===== config.mk =====
export PLATFORM = sky130hd
export DESIGN_NAME = prefetch_issue_queue
export DESIGN_NICKNAME = d
export VERILOG_FILES = /design/src/rtl/prefetch_issue_queue.sv
export SDC_FILE = /design/constraint.sdc
export NUM_CORES = 1
export LEC_CHECK = 0
export ABC_AREA = 1
export CORE_ASPECT_RATIO = 0.5
export CORE_UTILIZATION = 44
export DETAILED_ROUTE_END_ITERATION = 7
export GPL_TIMING_DRIVEN = 0
export PLACE_DENSITY = 0.69
export RECOVER_POWER = 50
export REMOVE_ABC_BUFFERS = 1
export SYNTH_ARGS = -nofsm -noshare
export SYNTH_HDL_FRONTEND = slang
export SYNTH_SLANG_ARGS = --single-unit

===== constraint.sdc =====
create_clock -name clk_i -period 5.6 [get_ports clk_i]
set_input_delay 0.84 -clock clk_i [delete_from_list [all_inputs] [get_ports clk_i]]
set_output_delay 0.84 -clock clk_i [all_outputs]
set_load 0.02 [all_outputs]

===== src/rtl/prefetch_issue_queue.sv =====
// Prefetch issue queue: dedups stream-prefetch lines into a small FIFO and issues
// them one at a time to DMA, returning each response as a single fill pulse.
module prefetch_issue_queue #(
  parameter int addr_width_p         = 32,
  parameter int data_width_p         = 32,
  parameter int els_p                = 4,
  parameter int block_offset_width_p = 6
) (
  input  logic                    clk_i,
  input  logic                    reset_n_i,
  input  logic                    prefetch_v_i,
  input  logic [addr_width_p-1:0] prefetch_addr_i,
  input  logic                    demand_miss_v_i,
  input  logic [addr_width_p-1:0] demand_miss_addr_i,
  output logic                    dma_req_v_o,
  output logic [addr_width_p-1:0] dma_req_addr_o,
  input  logic                    dma_req_ready_i,
  input  logic                    dma_resp_v_i,
  input  logic [data_width_p-1:0] dma_resp_data_i,
  output logic                    fill_v_o,
  output logic [addr_width_p-1:0] fill_addr_o,
  output logic [data_width_p-1:0] fill_data_o,
  output logic                    full_o,
  output logic                    empty_o,
  output logic [15:0]             drop_count_o
);

  localparam int ptr_w_lp = $clog2(els_p);
  localparam int cnt_w_lp = ptr_w_lp + 1;
  localparam logic [addr_width_p-1:0] line_mask_lp =
    {addr_width_p{1'b1}} << block_offset_width_p;

  typedef enum logic [1:0] {IDLE, REQ, WAIT, FILL} state_e;

  state_e                  state_q, state_n;
  logic [ptr_w_lp-1:0]     wr_ptr_q, rd_ptr_q;
  logic [cnt_w_lp-1:0]     cnt_q;
  logic [els_p-1:0]        live_q;
  logic [addr_width_p-1:0] addr_q [els_p];
  logic [addr_width_p-1:0] inflight_q;
  logic [data_width_p-1:0] data_q;
  logic [15:0]             drop_q;

  logic [addr_width_p-1:0] pf_line, dm_line;
  logic [els_p-1:0]        occ, pf_hit, cancel;
  logic                    dup, enq, drop, pop, head_live;

  assign pf_line   = prefetch_addr_i & line_mask_lp;
  assign dm_line   = demand_miss_addr_i & line_mask_lp;
  assign full_o    = (cnt_q == cnt_w_lp'(els_p));
  assign empty_o   = (cnt_q == '0);
  assign head_live = live_q[rd_ptr_q];

  // Slot i is occupied when its distance from the read pointer is below the count.
  always_comb begin
    occ    = '0;
    pf_hit = '0;
    cancel = '0;
    for (int i = 0; i < els_p; i++) begin
      occ[i]    = cnt_w_lp'(ptr_w_lp'(i) - rd_ptr_q) < cnt_q;
      pf_hit[i] = occ[i] && live_q[i] && (addr_q[i] == pf_line);
      cancel[i] = demand_miss_v_i && occ[i] && (addr_q[i] == dm_line) &&
                  !((state_q == REQ) && (rd_ptr_q == ptr_w_lp'(i)));
    end
  end

  assign dup  = (|pf_hit) ||
                (((state_q == WAIT) || (state_q == FILL)) && (inflight_q == pf_line));
  assign enq  = prefetch_v_i && !full_o && !dup;
  assign drop = prefetch_v_i && full_o && !dup;
  assign pop  = ((state_q == IDLE) && !empty_o && !head_live) ||
                ((state_q == REQ) && dma_req_ready_i);

  always_comb begin
    state_n = state_q;
    case (state_q)
      IDLE: if (!empty_o && head_live) state_n = REQ;
      REQ:  if (dma_req_ready_i)       state_n = WAIT;
      WAIT: if (dma_resp_v_i)          state_n = FILL;
      FILL:                            state_n = IDLE;
      default:                         state_n = IDLE;
    endcase
  end

  always_ff @(posedge clk_i or negedge reset_n_i) begin
    if (!reset_n_i) begin
      state_q  <= IDLE;
      wr_ptr_q <= '0;
      rd_ptr_q <= '0;
      cnt_q    <= '0;
      live_q   <= '0;
      drop_q   <= '0;
    end else begin
      state_q <= state_n;
      if (enq) wr_ptr_q <= wr_ptr_q + 1'b1;
      if (pop) rd_ptr_q <= rd_ptr_q + 1'b1;
      case ({enq, pop})
        2'b10:   cnt_q <= cnt_q + 1'b1;
        2'b01:   cnt_q <= cnt_q - 1'b1;
        default: cnt_q <= cnt_q;
      endcase
      for (int i = 0; i < els_p; i++) begin
        if (enq && (wr_ptr_q == ptr_w_lp'(i)))      live_q[i] <= 1'b1;
        else if (pop && (rd_ptr_q == ptr_w_lp'(i))) live_q[i] <= 1'b0;
        else if (cancel[i])                         live_q[i] <= 1'b0;
      end
      if (drop && (drop_q != 16'hFFFF)) drop_q <= drop_q + 16'd1;
    end
  end

  // Payload storage: only meaningful while qualified by live/state, so no reset.
  always_ff @(posedge clk_i) begin
    if (enq) addr_q[wr_ptr_q] <= pf_line;
    if ((state_q == REQ) && dma_req_ready_i) inflight_q <= addr_q[rd_ptr_q];
    if ((state_q == WAIT) && dma_resp_v_i)   data_q     <= dma_resp_data_i;
  end

  // Outputs are gated by state so they read zero in reset and when idle.
  assign dma_req_v_o    = (state_q == REQ);
  assign dma_req_addr_o = (state_q == REQ)  ? addr_q[rd_ptr_q] : '0;
  assign fill_v_o       = (state_q == FILL);
  assign fill_addr_o    = (state_q == FILL) ? inflight_q : '0;
  assign fill_data_o    = (state_q == FILL) ? data_q : '0;
  assign drop_count_o   = drop_q;

endmodule


# Yosys cells after proc, flatten, opt, wreduce, memory -nomap -nowiden
# Memories as Yosys holds them, arrays and structs flattened.
# Cells that the tools add are included.
# totals
register_bits	93
mem_bits_rw	104
inputBits	102
out_inout_bits	116
word_cells	140
n_memories	1
# memory_table
name	words	width	read_ports	rd_clocked_by_memory_dff	wr	line	rtl
addr_q	4	26	5	0	1	39	logic [addr_width_p-1:0] addr_q [els_p];
# op_classes
n_addsub	9
magnitude_cmp	5
eq_ne	25
muxes	24
n_reduce_logical	65
# ops
op	n
32-bit == test	9
32-bit two-way mux	3
1-bit logical AND	43
16-bit by 1-bit adder with 16-bit output (second input constant)	1
16-bit != test (second input constant)	1
1-bit two-way mux	15
2-bit == test (second input constant)	7
3-bit < comparator	4
3-bit nonzero test	4
2-bit by 1-bit == test with 1-bit output (second input constant)	4
1-bit zero test	8
2-bit case mux with 4 select lines	1
2-bit zero test	3
2-bit two-way mux	3
3-bit case mux with 2 select lines	1
1-bit by 2-bit subtractor with 3-bit output (first input constant)	2
2-bit by 2-bit subtractor with 3-bit output (first input constant)	2
2-bit by 1-bit adder with 2-bit output (second input constant)	2
2-bit by 1-bit != test with 1-bit output (second input constant)	2
4-bit OR reduction	1
3-bit by 1-bit adder with 3-bit output (second input constant)	1
3-bit == test (second input constant)	1
3-bit zero test	1
1-bit logical OR	3
other kinds (6)	6

# Longest topological paths before layout
# Gate-level depths: netlist of the first run.
# logic_depth
ltp_word	10
mapped_depth	21
depth_no_buf	18

# Least setup slack after synthesis of the first run
# No wires, ideal clock.
# synth_timing
kind	reg2reg
start	register rd_ptr_q[1]
end	memory addr_q[0][0] (netlist bit) (enable)
setup_ns	0.409
arrival_ns	3.728
required_time_ns	5.191
path_slack_ns	1.463
path_stages_with_launch	16
n_path_buf	4
synth_period_minus_slack_ns	4.137
path_cell_list	dfrtp_1 clkbuf_1 inv_1 clkbuf_1 buf_1 ha_1 inv_1 ha_1 a21o_1 a31oi_1 nand3_1 nor2_1 nor2_1 nand4_1 buf_2 nor2_1
# synth_via
elab_chain_len	10
elab_cells_between_ends	22
classes_between	add/sub: 4; order compare: 4; mux: 2; reduce/logical: 12
# synth_lines
element	line	rtl
start, declared	36	logic [ptr_w_lp-1:0] wr_ptr_q, rd_ptr_q;
start signal, assigned	96	if (pop) rd_ptr_q <= rd_ptr_q + 1'b1;
1-bit by 2-bit subtractor with 3-bit output / 2-bit by 2-bit subtractor with 3-bit output (equally long branches)	60	occ[i] = cnt_w_lp'(ptr_w_lp'(i) - rd_ptr_q) < cnt_q;
3-bit < comparator	60	
1-bit logical AND (2 in series)	61	pf_hit[i] = occ[i] && live_q[i] && (addr_q[i] == pf_line);
4-bit OR reduction (*)	67	assign dup = (|pf_hit) ||
1-bit logical OR (*)	67	
1-bit zero test (*)	69	assign enq = prefetch_v_i && !full_o && !dup;
1-bit logical AND (*)	69	
1-bit two-way mux (*)	113	if (enq) addr_q[wr_ptr_q] <= pf_line;
1-bit two-way mux (not written as such) (*)	113	
end, declared	39	
# Every way passes the cells marked *; elsewhere a longest branch is shown, timed or not.

# Final worst setup path of the first run
# layout_timing
start	register rd_ptr_q[1]
end	register cnt_q[2]
# layout_via
elab_chain_len	10
elab_cells_between_ends	29
classes_between	add/sub: 4; order compare: 4; eq/ne: 2; mux: 3; reduce/logical: 16
# layout_lines
element	line	rtl
1-bit by 2-bit subtractor with 3-bit output / 2-bit by 2-bit subtractor with 3-bit output (equally long branches)	60	
3-bit < comparator	60	
1-bit logical AND (2 in series)	61	
4-bit OR reduction	67	
1-bit logical OR	67	
1-bit zero test	69	
1-bit logical AND	69	
2-bit by 1-bit == test with 1-bit output / 2-bit == test (equally long branches)	97	case ({enq, pop})
3-bit case mux with 2 select lines / 2-bit nonzero test (equally long branches)	--	
end signal, assigned	98	2'b10: cnt_q <= cnt_q + 1'b1;
end signal, assigned	99	2'b01: cnt_q <= cnt_q - 1'b1;
end signal, assigned	100	default: cnt_q <= cnt_q;
end, declared	37	logic [cnt_w_lp-1:0] cnt_q;
# Several ways; a longest one is shown, not always the timed one. The select of a mux whose other input is x is not followed.
# A chain may end at the register's enable or synchronous reset.

==> results.md, run 1 <==
* Hold Crit Endpoint: drop_count_o[14]$_DFFE_PN0P_
* Die ar. at 0.02711 mm²
* Worst-Margin Slew at 1542 ps
* Final hold violation count at 0
* Worst Setup End Kind: flip-flop
* Finish-stage setup viols at 0
* Pwr/cell area at 463.5 mW/mm²
* Most frequent cells in the layout: nand2_1, inv_1, edfxtp_1, clkdlybuf4s50_1, nor2_1
* CTS H-tree lvls at 4
* Final RePlAce weighted congestion at 0.9965
* RSZ-0062 raised after global routing: no
* IO Port Bufs at 193
* Root buf cell: clkbuf_16
* Post-synth EDFFs at 162
* Largest area contributor in the netlist: edfxtp_1
* Core area at 0.02555 mm²
* FMAX at 186.7 MHz
* Netlist cell types at 40
* Die height at 116.9 µm
* Layout area overhead at 24.96%
* Critical Path Source Type: flip-flop
* First-pass GRT wire length at 67380 µm
* Vias in the first global route at 9978
* Required @ worst endpoint at 5930 ps
* Iter 0 DRT Violations at 1540
* Ranking of synthesized cells by area: edfxtp_1, nand2_1, inv_1, dfrtp_1, a21oi_1
* Pleak at 0.006452 µW
* Die X at 231.9 µm
* Post-Syn Area at 0.01162 mm²
* Violated checks: capacitance limit, slew limit
* Crit path largest cell delay at 1230 ps
* Worst R2R Start: rd_ptr_q[1]$_DFFE_PN0P_
* Post-synthesis sequential area ratio at 0.4809
* R2r worst-path depth at 17
* Max Slew Vio Count at 30
* Worst reg-to-reg setup slack at 240 ps
* Crit Path Class: reg2reg
* Later-pin clock latency in the skew report at 470 ps
* Post-synth top area share at 0.4185
* Crit share post-route at 0.9566
* Min Clock Period, post-route at 5357 ps
* Routed wire length at 48200 µm
* Fraction of layout cells with a size suffix above 1 at 0.04562
* Maximum fanout along the worst path at 30
* GRT Resource Usage Total at 0.3579
* Vias per cell at 5.558
* Placed cells at 1957
* Hold crit path type: reg2reg
* Hold Worst Slack at 503.8 ps
* Clock tree buffer depth at 2
* Syn Inst Count at 1454
* I/O pins at 218
* VDD IR max at 0.5025 mV
* Hold Startpoint: drop_count_o[14]$_DFFE_PN0P_
* Row Count at 41
* Synth Flop Type: edfxtp_1
* Total number of vias at 11050
* Reg2reg end: cnt_q[2]$_DFFE_PN0P_
* Commonest non-fill, non-tap cell in the layout: nand2_1
* Largest net degree at the start of global routing at 79
* Initial antenna violation count at 0
* Slew headroom at -0.02772
* Max-Cap Viols at 1
* Critical Path AT at 5690 ps
* CTS buffer count at 17
* Final instance count without filler cells at 1989
* DRC Markers at 0
* GRT overflow at 0
* Fin worst setup slack at 243.1 ps
* Hold depth at 2
* Critical Path, Cell by Cell: inv_2 -> buf_12 -> ha_1 -> inv_1 -> ha_1 -> a21o_1 -> a31oi_1 -> nand3_1 -> nor2_1 -> nor2_1 -> nand4_1 -> ha_1 -> inv_1 -> fa_1 -> a21oi_1 -> o21ai_0 -> xor2_1
* Synth Area per Inst at 7.995 µm²
* Share of async-settable or async-resettable flops after synthesis at 0.1518
* Register clock-pin slew on the reported worst setup and hold paths at 70 ps
* Total number of yosys warnings at 0
* Post-DP HPWL at 38030 µm
* Dpl ws at 257.3 ps
* Worst clock skew at 15.29 ps
* Final net count at 1758
* FF+latch count, synth at 191
* Starting density of the core at 0.4550
* Slowest cell on crit path: dfrtp_1
* Pre-antenna DRT Iters at 7
* Clock Sinks at 191
* Status: finished with violations
* Pwr Total at 6732 µW
* WL/cell at 24.23 µm
* CTS tree: done
* Crit path top cell by count: ha_1
* Post-route ant nets at 0
==> synthesized netlist by cell type (26+ instances only) <==
cell type,instances
nor2_1,93
clkbuf_1,26
xnor2_1,46
nand4_1,31
xor2_1,30
nand2_1,432
o21ai_0,62
nand3_1,29
inv_2,28
a21oi_1,81
edfxtp_1,162
o22ai_1,31
inv_1,227
dfrtp_1,29
==> registers in the layout, indices dropped and copies added, names as in the netlist <==
signal        flops
addr_q          104
drop_count_o     16
state_q           2
rd_ptr_q          2
data_q           32
wr_ptr_q          2
cnt_q             3
inflight_q       26
live_q            4
==> power breakdown <==
group	leakage, µW	total (µW)	internal, µW	switching (µW)
Sequential	0.00182	2290	1940	342
Combinational	0.00436	3160	1100	2060
Clock	0.000275	1280	667	617
Total	0.00645	6730	3720	3020
==> worst max path at each step <==
stage               slack (ps)  depth (start not counted)                      to                     from
floorplan                 1110                         10  addr_q[0][0]$_DFFE_PP_  rd_ptr_q[0]$_DFFE_PN0P_
global placement         -1750                         10  addr_q[1][9]$_DFFE_PP_  rd_ptr_q[0]$_DFFE_PN0P_
detailed placement         260                         16    cnt_q[2]$_DFFE_PN0P_  rd_ptr_q[0]$_DFFE_PN0P_
CTS                        230                         16    cnt_q[2]$_DFFE_PN0P_  rd_ptr_q[0]$_DFFE_PN0P_
global route               180                         17    cnt_q[2]$_DFFE_PN0P_  rd_ptr_q[1]$_DFFE_PN0P_
finish                     240                         17    cnt_q[2]$_DFFE_PN0P_  rd_ptr_q[1]$_DFFE_PN0P_
==> final cells by class <==
cell class	count	area, µm²
fill	2380	11020
sequential	191	5592
multi-input combinational	964	4877
timing repair buffer	200	2072
inverter	258	970.9
tap	344	430.4
clock buffer	18	429.2
clock inverter	13	152.6
antenna	1	2.502
==> stage by stage <==
stage                     area, µm²  utilization  TNS (ps)
after global routing          14520       0.5685         0
after detailed placement      13970       0.5468         0
after floorplan               11400            -         0
final                         14530       0.5686         0
after global placement        13770       0.5388   -177530
after CTS                     14550       0.5696         0
==> worst max-delay path, delay by kind of cell, from the launching register on <==
family / cells / cell delay, ps
AO/OA/AOI/OAI: 4 / 770
XOR/XNOR: 1 / 170
adder cells (fa/ha/maj): 4 / 1160
buffers and inverters: 4 / 900
flip-flops: 1 / 1230
AND/OR/NAND/NOR: 4 / 990
==> cell families (layout without fill, tap and decap cells) <==
group,after synthesis,after routing,synth area share
AND/OR/NAND/NOR,624,624,0.2196
buffers and inverters,310,489,0.1059
AO/OA/AOI/OAI,228,228,0.1096
flip-flops,191,191,0.4809
XOR/XNOR,76,76,0.05726
adder cells (fa/ha/maj),24,24,0.02648
other,1,13,0.0003226
==> metal layers <==
layer  vias up  track usage  wire, µm
met5         -            0         0
met3        38       0.1579      6940
met4         0      0.06360       580
met1      5343       0.5048     21290
met2       611       0.5079     19380
li1       5062            -         -
==> what timing repair did <==
action                                  4_1_cts  5_1_grt
endpoints found under the setup margin        0        1
setup buffers                                 0        0
hold buffers                                  0        0
resized for setup                             0        2
Power figures use the tool's default switching activity.
==> inputs of run 2 (changes only) <==
--- a/config.mk
+++ b/config.mk
@@ -12,7 +12,6 @@
 export GPL_TIMING_DRIVEN = 0
 export PLACE_DENSITY = 0.69
 export RECOVER_POWER = 50
-export REMOVE_ABC_BUFFERS = 1
 export SYNTH_ARGS = -nofsm -noshare
 export SYNTH_HDL_FRONTEND = slang
 export SYNTH_SLANG_ARGS = --single-unit
==> run 2 against run 1 <==
The run still ends with capacitance limit, slew limit left. Via count grew 7.3%. Core utilization up 0.83 points. Die area is the same. Clock skew hardly changed. Final area grew 1.5%. Cell count rose by 2.4%. Clock power up 3%. Routed wire length up 15%. Critical path depth is 2 higher. Hold slack improved by 19 ps. Global-route usage rose by 5.3 points. Sequential power down 3%. Highest routed layer is now met5.
==> results.md, run 2 (synthesis gave the netlist of run 1 again) <==
* Status: finished with violations
* Violated checks: capacitance limit, slew limit
* Finish-stage setup viols at 0
* Top delay family on crit path: buffers and inverters
* Pre-antenna DRT Iters at 7
* Reg2reg end: cnt_q[2]$_DFFE_PN0P_
* VDD IR max at 0.2795 mV
* Post-DP HPWL at 43570 µm
* Worst reg-to-reg setup slack at 130 ps
* GRT overflow at 0
* Starting density of the core at 0.4550
* Critical Path Source Type: flip-flop
* Critical Path AT at 5820 ps
* Max FFs per register at 104
* Pleak at 0.006588 µW
* Crit Path Class: reg2reg
* Vias in the first global route at 10930
* Switching part of the total at 0.4709
* CTS tree: done
* Pint at 3753 µW
* Worst R2R Start: rd_ptr_q[1]$_DFFE_PN0P_
* Final net count at 1804
* Post-route ant nets at 0
* Dpl ws at -67.82 ps
* Clock tree buffer depth at 2
* R2r worst-path depth at 19
* Fin worst setup slack at 125.2 ps
* Setup TNS at 0 ps
* Hold crit path type: reg2reg
* Register clock-pin slew on the reported worst setup and hold paths at 80 ps
* Root buf cell: clkbuf_16
* Register share of total power at 0.314
* Final RePlAce weighted congestion at 1.051
* Biggest regs: addr_q: 104 flops, data_q: 32 flops, inflight_q: 26 flops
* CTS H-tree lvls at 4
* Later-pin clock latency in the skew report at 470 ps
* Vias per cell at 5.825
* Final instance area at 0.01474 mm²
* Post-CTS Hold Fix Bufs at 0
* Hold depth at 2
* CTS buffer count at 17
* Top reg by flops: addr_q
* Max Slew Vio Count at 30
* Commonest non-fill, non-tap cell in the layout: nand2_1
* Area after DPL at 0.01414 mm²
* WL/cell at 27.17 µm
* Maximum fanout along the worst path at 12
* Worst Setup End Kind: flip-flop
* Pwr/cell area at 481.2 mW/mm²
* Fraction of layout cells with a size suffix above 1 at 0.05795
* IO Port Bufs at 190
* Gate power share at 0.500
* Die height at 116.9 µm
* Hold Worst Slack at 523.1 ps
* Die X at 231.9 µm
* Core area at 0.02555 mm²
* Clock Power Share at 0.186
* FMAX at 182.7 MHz
* Crit path launch: rd_ptr_q[1]$_DFFE_PN0P_
* CTS resizes at 2
* Initial antenna violation count at 6
* Setup Fix Bufs, Post-CTS at 0
* Die ar. at 0.02711 mm²
* WP depth at 19
* I/O pins at 218
* Most frequent cells in the layout: nand2_1, inv_1, edfxtp_1, clkdlybuf4s50_1, nor2_1
* Crit share post-route at 0.9776
* Critical Path, Cell by Cell: clkbuf_1 -> inv_1 -> clkdlybuf4s15_2 -> ha_1 -> inv_1 -> ha_1 -> a21o_1 -> a31oi_1 -> nand3_1 -> nor2_1 -> nor2_1 -> nand4_1 -> buf_2 -> ha_1 -> inv_1 -> fa_1 -> a21oi_1 -> o21ai_0 -> xor2_1
* RSZ-0062 raised after global routing: no
* Worst clock skew at 15.05 ps
* First-pass GRT wire length at 76220 µm
* Worst-Margin Slew at 1592 ps
* Worst setup path endpoint: cnt_q[2]$_DFFE_PN0P_
* Slew headroom at -0.06133
* Routed wire length at 55340 µm
* Layout area overhead at 26.78%
* Total number of vias at 11870
* Psw at 3339 µW
* Clock Sinks at 191
* Bufs and invs on worst path at 6
* GRT Resource Usage Total at 0.4107
* DRC Markers at 0
* Pwr Total at 7092 µW
* Slowest cell on crit path: clkdlybuf4s15_2
* Crit path largest cell delay at 570 ps
* Min Clock Period, post-route at 5475 ps
* Largest net degree at the start of global routing at 33
* Required @ worst endpoint at 5940 ps
* Max-Cap Viols at 1
* Iter 0 DRT Violations at 1948
* Row Count at 41
* Final hold violation count at 0
run 2: changes by cell type in the layout (fill, tap and decap cells not counted), sizes merged:
cell | previous run | this run
clkinvlp | 3 | 2
diode | 1 | 2
clkinv | 5 | 7
buf | 6 | 29
clkdlybuf4s15 | 0 | 1
clkdlybuf4s50 | 117 | 114
inv | 261 | 262
clkbuf | 20 | 44
run 2: worst min-delay path: cells and delay by family, from the launching register on:
| kind | cells | cell delay (ps) |
|---|---|---|
| flip-flops | 1 | 390 |
| AND/OR/NAND/NOR | 2 | 100 |
run 2: through the flow:
step             util  instances
2_1_floorplan       -       1465
3_3_place_gp   0.5479       1999
3_5_place_dp   0.5536       2004
4_1_cts        0.5780       2036
5_1_grt        0.5767       2035
6_report       0.5769       2037
run 2: metal layers:
metal	GRT usage	routed length, µm	vias up
li1	-	-	5148
met1	0.5599	22590	5608
met2	0.5709	21820	950
met3	0.1834	8805	155
met4	0.1386	1943	4
met5	0.04340	184	-
run 2: how the worst min path moves through the flow:
stage,end,start
final,drop_count_o[14]$_DFFE_PN0P_,drop_count_o[14]$_DFFE_PN0P_
after detailed placement,drop_count_o[14]$_DFFE_PN0P_,drop_count_o[14]$_DFFE_PN0P_
after global placement,drop_count_o[14]$_DFFE_PN0P_,drop_count_o[14]$_DFFE_PN0P_
after CTS,drop_count_o[14]$_DFFE_PN0P_,drop_count_o[14]$_DFFE_PN0P_
after floorplan,cnt_q[1]$_DFFE_PN0P_,cnt_q[1]$_DFFE_PN0P_
after global routing,drop_count_o[14]$_DFFE_PN0P_,drop_count_o[14]$_DFFE_PN0P_
run 2: layout make-up:
type / instances / area [µm²]
Clock inverter: 15 / 188.9
Tap cell: 344 / 430.4
Inverter: 258 / 968.4
Antenna cell: 2 / 5.005
Clock buffer: 17 / 425.4
Sequential cell: 191 / 5590
Timing Repair Buffer: 195 / 1987
Buffer: 51 / 267.8
Multi-Input combinational cell: 964 / 4875
Fill cell: 2284 / 10810
run 2: power by group through the flow:
stage / Clock [µW] / Sequential (µW) / Combinational [µW]
after global routing: 1360 / 2240 / 3710
after floorplan: 0 / 2170 / 1780
after global placement: 0 / 2240 / 3270
after CTS: 1310 / 2210 / 3450
after detailed placement: 0 / 2240 / 3420
final: 1320 / 2230 / 3550
